$ cat config.mk
export PLATFORM = sky130hd
export DESIGN_NAME = memory_write
export DESIGN_NICKNAME = d
export VERILOG_FILES = /design/src/rtl/memory_write.sv
export SDC_FILE = /design/constraint.sdc
export NUM_CORES = 1
export LEC_CHECK = 0
export BUFFER_PORTS_ARGS = -buffer_cell sky130_fd_sc_hd__buf_4
export CAP_MARGIN = 20
export CORE_ASPECT_RATIO = 1.25
export CORE_MARGIN = 5
export CORE_UTILIZATION = 40
export CTS_CLUSTER_DIAMETER = 150
export DETAILED_ROUTE_END_ITERATION = 6
export PLACE_DENSITY = 0.75
export SETUP_SLACK_MARGIN = 0.5
export SLEW_MARGIN = 10
export SYNTH_ARGS = -nofsm -noshare
export SYNTH_HDL_FRONTEND = slang
export SYNTH_SLANG_ARGS = --single-unit
export TNS_END_PERCENT = 1
$ cat constraint.sdc
create_clock -name clk -period 7.3 [get_ports clk]
set_input_delay 0.73 -clock clk [delete_from_list [all_inputs] [get_ports clk]]
set_output_delay 0.73 -clock clk [all_outputs]
set_load 0.01 [all_outputs]
$ cat src/rtl/memory_write.sv
// rtl/memory_write.sv - write splitter: one 1..8 byte write into one or two TLB line-bounded parts (optional MEMORY_WRITE_SPLIT_COUNT_EN adds split_count)
module memory_write (
  input  logic        clk,
  input  logic        rst,
  input  logic        wr_reset,
  input  logic        write_do,
  output logic        write_done,
  output logic        write_page_fault,
  output logic        write_ac_fault,
  input  logic [1:0]  write_cpl,
  input  logic [31:0] write_address,
  input  logic [3:0]  write_length,
  input  logic        write_lock,
  input  logic        write_rmw,
  input  logic [63:0] write_data,
  output logic        tlbwrite_do,
  input  logic        tlbwrite_done,
  input  logic        tlbwrite_page_fault,
  input  logic        tlbwrite_ac_fault,
  input  logic        tlbwrite_retry,
  output logic [1:0]  tlbwrite_cpl,
  output logic [31:0] tlbwrite_address,
  output logic [3:0]  tlbwrite_length,
  output logic [3:0]  tlbwrite_length_full,
  output logic        tlbwrite_lock,
  output logic        tlbwrite_rmw,
  output logic [63:0] tlbwrite_data
`ifdef MEMORY_WRITE_SPLIT_COUNT_EN
  ,
  output logic [15:0] split_count
`endif
);

  localparam logic [1:0] ST_IDLE   = 2'd0;
  localparam logic [1:0] ST_FIRST  = 2'd1;
  localparam logic [1:0] ST_SECOND = 2'd2;

  logic [1:0]  r_state;
  logic        r_write_done;
  logic        r_page_fault;
  logic        r_ac_fault;
  logic        r_reset_waiting;
  logic [3:0]  r_len2;
  logic [31:0] r_addr2;
  logic [55:0] r_data2;

  logic [4:0]  w_left;
  logic [3:0]  w_len1;
  logic [3:0]  w_len2;
  logic [31:0] w_addr2;
  logic [55:0] w_data2;
  logic        w_busy;
  logic        w_start;
  logic        w_fault;
  logic        w_abort;
  logic        w_to_second;

  // Bytes left in the current 16-byte line decide how much fits in the first part
  assign w_left  = 5'd16 - {1'b0, write_address[3:0]};
  assign w_len1  = (w_left >= {1'b0, write_length}) ? write_length : w_left[3:0];
  assign w_len2  = write_length - w_len1;
  assign w_addr2 = {write_address[31:4], 4'd0} + 32'd16;
  assign w_data2 = 56'(write_data >> {w_len1, 3'b000});

  // A new write is refused while a done pulse is out or a fault is still latched
  assign w_busy      = (r_state != ST_IDLE);
  assign w_start     = (r_state == ST_IDLE) & write_do & ~r_write_done & ~wr_reset
                       & ~r_page_fault & ~r_ac_fault;
  assign w_fault     = tlbwrite_page_fault | tlbwrite_ac_fault;
  assign w_abort     = tlbwrite_retry & r_reset_waiting;
  assign w_to_second = (r_state == ST_FIRST) & ~w_fault & ~w_abort & tlbwrite_done
                       & (r_len2 != 4'd0);

  assign write_done           = r_write_done;
  assign write_page_fault     = r_page_fault;
  assign write_ac_fault       = r_ac_fault;
  assign tlbwrite_do          = w_start | w_busy;
  assign tlbwrite_cpl         = write_cpl;
  assign tlbwrite_length_full = write_length;
  assign tlbwrite_lock        = write_lock;
  assign tlbwrite_rmw         = write_rmw;
  assign tlbwrite_address     = (r_state == ST_SECOND) ? r_addr2 : write_address;
  assign tlbwrite_length      = (r_state == ST_SECOND) ? r_len2  : w_len1;
  assign tlbwrite_data        = (r_state == ST_SECOND) ? {8'd0, r_data2} : write_data;

  // Main sequencer: IDLE captures the second-part split, FIRST/SECOND track TLB replies
  always_ff @(posedge clk or posedge rst) begin
    if (rst) begin
      r_state      <= ST_IDLE;
      r_write_done <= 1'b0;
      r_len2       <= 4'd0;
      r_addr2      <= 32'd0;
      r_data2      <= 56'd0;
    end else begin
      case (r_state)
        ST_IDLE: begin
          r_write_done <= 1'b0;
          r_len2       <= w_len2;
          r_addr2      <= w_addr2;
          r_data2      <= w_data2;
          if (w_start) r_state <= ST_FIRST;
        end
        ST_FIRST: begin
          if (w_fault || w_abort) begin
            r_state <= ST_IDLE;
          end else if (tlbwrite_done && r_len2 != 4'd0) begin
            r_state <= ST_SECOND;
          end else if (tlbwrite_done) begin
            r_state      <= ST_IDLE;
            r_write_done <= ~(wr_reset | r_reset_waiting);
          end
        end
        ST_SECOND: begin
          if (w_fault || w_abort) begin
            r_state <= ST_IDLE;
          end else if (tlbwrite_done) begin
            r_state      <= ST_IDLE;
            r_write_done <= ~(wr_reset | r_reset_waiting);
          end
        end
        default: r_state <= ST_IDLE;
      endcase
    end
  end

  // A flush seen mid-transaction is remembered until the sequencer gets back to IDLE
  always_ff @(posedge clk or posedge rst) begin
    if (rst) begin
      r_reset_waiting <= 1'b0;
    end else if (wr_reset && w_busy) begin
      r_reset_waiting <= 1'b1;
    end else if (!w_busy) begin
      r_reset_waiting <= 1'b0;
    end
  end

  // Sticky fault flags; a flush clears them and beats a same-cycle fault
  always_ff @(posedge clk or posedge rst) begin
    if (rst) begin
      r_page_fault <= 1'b0;
      r_ac_fault   <= 1'b0;
    end else if (wr_reset) begin
      r_page_fault <= 1'b0;
      r_ac_fault   <= 1'b0;
    end else if (w_busy && !r_reset_waiting) begin
      if (tlbwrite_page_fault) r_page_fault <= 1'b1;
      if (tlbwrite_ac_fault)   r_ac_fault   <= 1'b1;
    end
  end

`ifdef MEMORY_WRITE_SPLIT_COUNT_EN
  // Counts line-crossing writes whose first part went through; wraps naturally
  always_ff @(posedge clk or posedge rst) begin
    if (rst) begin
      split_count <= 16'd0;
    end else if (w_to_second) begin
      split_count <= split_count + 16'd1;
    end
  end
`endif

endmodule

# Word level (Yosys, flattened, before mapping)
# Index checks and enable logic that the tools add are counted.
[word_totals] register_bits=98 inputBits=112 out_inout_bits=112 word_cells=72
[op_classes] addsub=3 n_lt_le_gt_ge=1 n_eq_ne=7 shift=1 mux=23 bitwise_logic=14 reduce_logical=15
[op_table] op="64-bit two-way mux" n=1
[op_table] op="64-bit by 7-bit right shift with 56-bit output" n=1
[op_table] op="32-bit by 5-bit adder with 32-bit output (second input constant)" n=1
[op_table] op="32-bit two-way mux" n=1
[op_table] op="1-bit two-way mux" n=12
[op_table] op="2-bit two-way mux" n=5
[op_table] op="4-bit two-way mux" n=2
[op_table] op="2-bit != test (second input constant)" n=4
[op_table] op="2-bit nonzero test" n=4
[op_table] op="1-bit bitwise AND" n=6
[op_table] op="2-bit one-hot mux with 3 select lines" n=1
[op_table] op="5-bit by 4-bit greater-or-equal comparator with 1-bit output" n=1
[op_table] op="1-bit NOT" n=5
[op_table] op="5-bit by 4-bit subtractor with 5-bit output (first input constant)" n=1
[op_table] op="2-bit AND reduction" n=2
[op_table] op="4-bit AND reduction" n=1
[op_table] op="4-bit nonzero test" n=1
[op_table] op="4-bit subtractor" n=1
[op_table] op="1-bit logical AND" n=3
[op_table] op="1-bit OR" n=3
[op_table] op="1-bit one-hot mux with 3 select lines" n=1
[op_table] op="3-bit nonzero test" n=1
[op_table] op="2-bit by 1-bit equality test with 1-bit output (second input constant)" n=1
[op_table] op="2-bit equality test (second input constant)" n=1
[op_table] op="other kinds (4)" n=4

# Depth between registers and ports, before layout
[logic_depth] word_depth=8 mapped_depth=16 ltp_nobuf=16

# Least setup slack after synthesis
# No wires, ideal clock.
[synth_path] kind="input to output" from="input write_address[0]" to="output tlbwrite_length[1]" arrival_time_ps=3423 required_time_ps=6570 path_slack_ps=3147 cell_stages=11 path_buffers=2 cell_sequence="inv_1 -> ha_1 -> xnor2_1 -> ha_1 -> a21oi_1 -> o21ai_1 -> a221oi_4 -> buf_2 -> mux2i_1 -> clkbuf_1 -> mux2_2"
[synth_between] elab_chain_len=4
[synth_rtl] element="start, declared" line_no="11" text="input logic [31:0] write_address,"
[synth_rtl] element="5-bit by 4-bit subtractor with 5-bit output *" line_no="59" text="assign w_left = 5'd16 - {1'b0, write_address[3:0]};"
[synth_rtl] element="5-bit by 4-bit greater-or-equal comparator with 1-bit output" line_no="60" text="assign w_len1 = (w_left >= {1'b0, write_length}) ? write_length : w_left[3:0];"
[synth_rtl] element="4-bit two-way mux *" line_no="60"
[synth_rtl] element="4-bit two-way mux *" line_no="83" text="assign tlbwrite_length = (r_state == ST_SECOND) ? r_len2 : w_len1;"
[synth_rtl] element="end, declared" line_no="23" text="output logic [3:0] tlbwrite_length,"
# Mark *: on every way between the ends. The rest lies on a longest branch, timed or not.

# Final worst setup path
[layout_path] from="input write_address[0]" to="output tlbwrite_length[0]"
# The elaborated chain is that of the path after synthesis.

==> flow_summary.json <==
{
  "crit_chain": "buf_4, inv_1, ha_1, xnor2_1, ha_1, a21oi_1, o21ai_1, a221oi_4, mux2i_4, inv_1, mux2_2, buf_4",
  "grt_max_degree": 77,
  "via_per_inst": 5.671,
  "post-route-min-period_ns": 5.152,
  "cts_max_path_buffers": 2,
  "routed-via-count": 6255,
  "power.leakage_nw": 4.051,
  "port_buffers": 215,
  "worstSetupStartpoint": "write_address[0]",
  "syn_avg_cell_area_um2": 9.872,
  "setup_tns_ns": 0,
  "wl_um": 21900,
  "cp-end-kind": "output pin",
  "die_area_mm2": 0.02007,
  "reg2reg_from": "r_state[0]$_DFFE_PP0P_",
  "drive_above_1_share": 0.4179,
  "ctsHoldBuffers": 0,
  "path_buf_inv": 4,
  "wire_per_inst_um": 19.85,
  "post-cts-setup-buffers": 0,
  "rsz0062_at_grt": "no",
  "grt_pass1_wl_um": 34220,
  "synth_commonest_cells": "113 x mux2_2, 94 x dfrtp_1, 60 x nor2_1",
  "netlist_area_mm2": 0.006930,
  "path_delay_family": "multiplexers",
  "hold_slack_ns": 0.4755,
  "cp_slowest_cell": "mux2i_4",
  "yosysTopAreaCell": "dfrtp_1",
  "die_w_um": 127.7,
  "start_util": 0.4098,
  "finalCritPeriodShare": 0.7057,
  "tightestPinTransition_ns": 0.9285,
  "firstDrtPassIters": 5,
  "drv_cap": 0,
  "cts_buffers": 9,
  "hold_class": "input pin to asynchronous set/reset pin",
  "yosysSeqAreaShare": 0.3394,
  "pwr_density_cell_mw_per_mm2": 269.3,
  "place.gp.congestion": 0.8503,
  "antenna_found_initial": 0,
  "fill_cells": 1554,
  "asyncSetResetFlopFracSynth": 1.000,
  "worstPathMaxFanout": 19,
  "drc_errors": 0,
  "ys.flop_type": "dfrtp_1",
  "rows": 53,
  "antenna_cells": 0,
  "synth_area_leaders": "dfrtp_1 34%, mux2_2 18%, mux2i_1 7.7%",
  "ant_nets": 0,
  "drtIter0Drc": 547,
  "maxSlewHeadroom": 0.3787,
  "fmax_mhz": 194.1,
  "status": "finished, final reports clean",
  "clock_latency_ns": 0.35,
  "skew_ns": 0.008073,
  "netlist.area_leader.share": 0.3394,
  "place_hpwl_um": 15730,
  "post_cts_resized": 0,
  "critPathRequiredTime_ns": 6.57,
  "cts_tree": "yes",
  "ys_warn_count": 0,
  "crit_path_max_incr_delay_ns": 0.84,
  "netlist_instances": 702,
  "die_y_um": 157.2,
  "io_pins": 224,
  "h-tree-depth": 3,
  "grt.overflow.total": 0,
  "setup_viol": 0,
  "crit_type": "input pin to output pin",
  "grt.total_usage": 0.2116,
  "root_buffer": "clkbuf_16",
  "startpoint_type": "input pin",
  "core_mm2": 0.01691,
  "cp_data_arrival_time_ns": 4.42,
  "area_growth_pct": 30.06,
  "grt_pass1_vias": 6320,
  "finalHoldViolations": 0,
  "cts.sinks": 94,
  "nNetsFinal": 1002,
  "ys_types": 43,
  "final_core_util": 0.5330,
  "finalPower_mw": 2.427,
  "slew_violations": 0,
  "path_clk_slew_ns": 0.07,
  "synth_fp_nets": 826,
  "synth-seq-cells": 94,
  "yosysMostFrequentCell": "mux2_2",
  "ir_drop_mv": 0.1385,
  "synth_edf_count": 0
}
## sequential cells by signal (all words and copies together) (netlist names)
register / cells
r_data2: 56
write_ac_fault: 1
r_len2: 4
r_addr2: 28
r_state: 2
write_page_fault: 1
r_reset_waiting: 1
write_done: 1
## power breakdown
group          total, mW  switching (mW)  internal [mW]
clock              0.554           0.218          0.336
combinational       1.00           0.548          0.457
sequential         0.868           0.135          0.733
total               2.43           0.901           1.53
## per-layer routing
| layer | vias up | global-route usage | share of wire |
|---|---|---|---|
| met5 | - | 0 | 0 |
| met4 | 0 | 0.07331 | 0.021 |
| met3 | 32 | 0.05974 | 0.091 |
| met2 | 284 | 0.3450 | 0.47 |
| met1 | 2976 | 0.2695 | 0.42 |
| li1 | 2963 | - | - |
## kinds of logic (layout without fill, tap and decap cells)
logic type | count (synthesis) | after routing | share of synthesized area
mux | 173 | 173 | 0.2753
buf+inv | 80 | 261 | 0.05145
xor+xnor | 31 | 31 | 0.03918
fa+ha+maj | 12 | 12 | 0.02166
compound gates | 162 | 162 | 0.1719
flops | 94 | 94 | 0.3394
simple gates | 150 | 150 | 0.1011
## worst paths after layout
check / slack, ns / cells past startpoint / endpoint
worst min-delay path: 0.48 / 2 / r_data2[54]$_DFFE_PP0P_
worst max-delay path: 2.15 / 12 / tlbwrite_length[0]
worst min register to register: 0.50 / 1 / r_data2[54]$_DFFE_PP0P_
worst max register to register: 4.71 / 5 / r_data2[15]$_DFFE_PP0P_
max in group asynchronous: 5.75 / 3 / r_data2[19]$_DFFE_PP0P_
min in group clk: 0.50 / 1 / r_data2[54]$_DFFE_PP0P_
## cell usage in the layout (no fill, tap or decap), drive strengths merged, types with 14 or more instances in the layout
master and count:
buf 224, mux2 120, dfrtp 94, nor2 60
a21oi 55, mux2i 53, nand2 28, inv 22
nor2b 19, o22ai 17, a32o 17, xor2 17
a22o 17, o2bb2ai 16, a221o 16, nand3 15
xnor2 14
## through the flow
stage | area [µm²] | setup slack [ns] | std cells
finish | 9014 | 2.148 | 1103
floorplan | 6930 | 3.147 | 702
CTS | 9014 | 2.164 | 1103
detailed placement | 8668 | 2.107 | 1087
global route | 9014 | 1.900 | 1103
global placement | 8668 | 2.224 | 1087
## worst reg2reg max path, stage by stage (launching register included)
cell and delay (ns):
dfrtp_1 0.41, inv_1 0.13, ha_2 0.25, buf_4 0.62
and3_1 0.84, a221o_1 0.27
## final cells by class
| class | instances | area [µm²] | share of cell area |
|---|---|---|---|
| Tap cell | 220 | 275.3 | 0.03054 |
| Inverter | 21 | 81.33 | 0.009023 |
| Multi-Input combinational cell | 528 | 4265 | 0.4732 |
| Sequential cell | 94 | 2352 | 0.2610 |
| Timing Repair Buffer | 224 | 1694 | 0.1880 |
| Clock inverter | 7 | 120.1 | 0.01333 |
| Clock buffer | 9 | 225.2 | 0.02499 |
(Power assumes the default switching activity.)
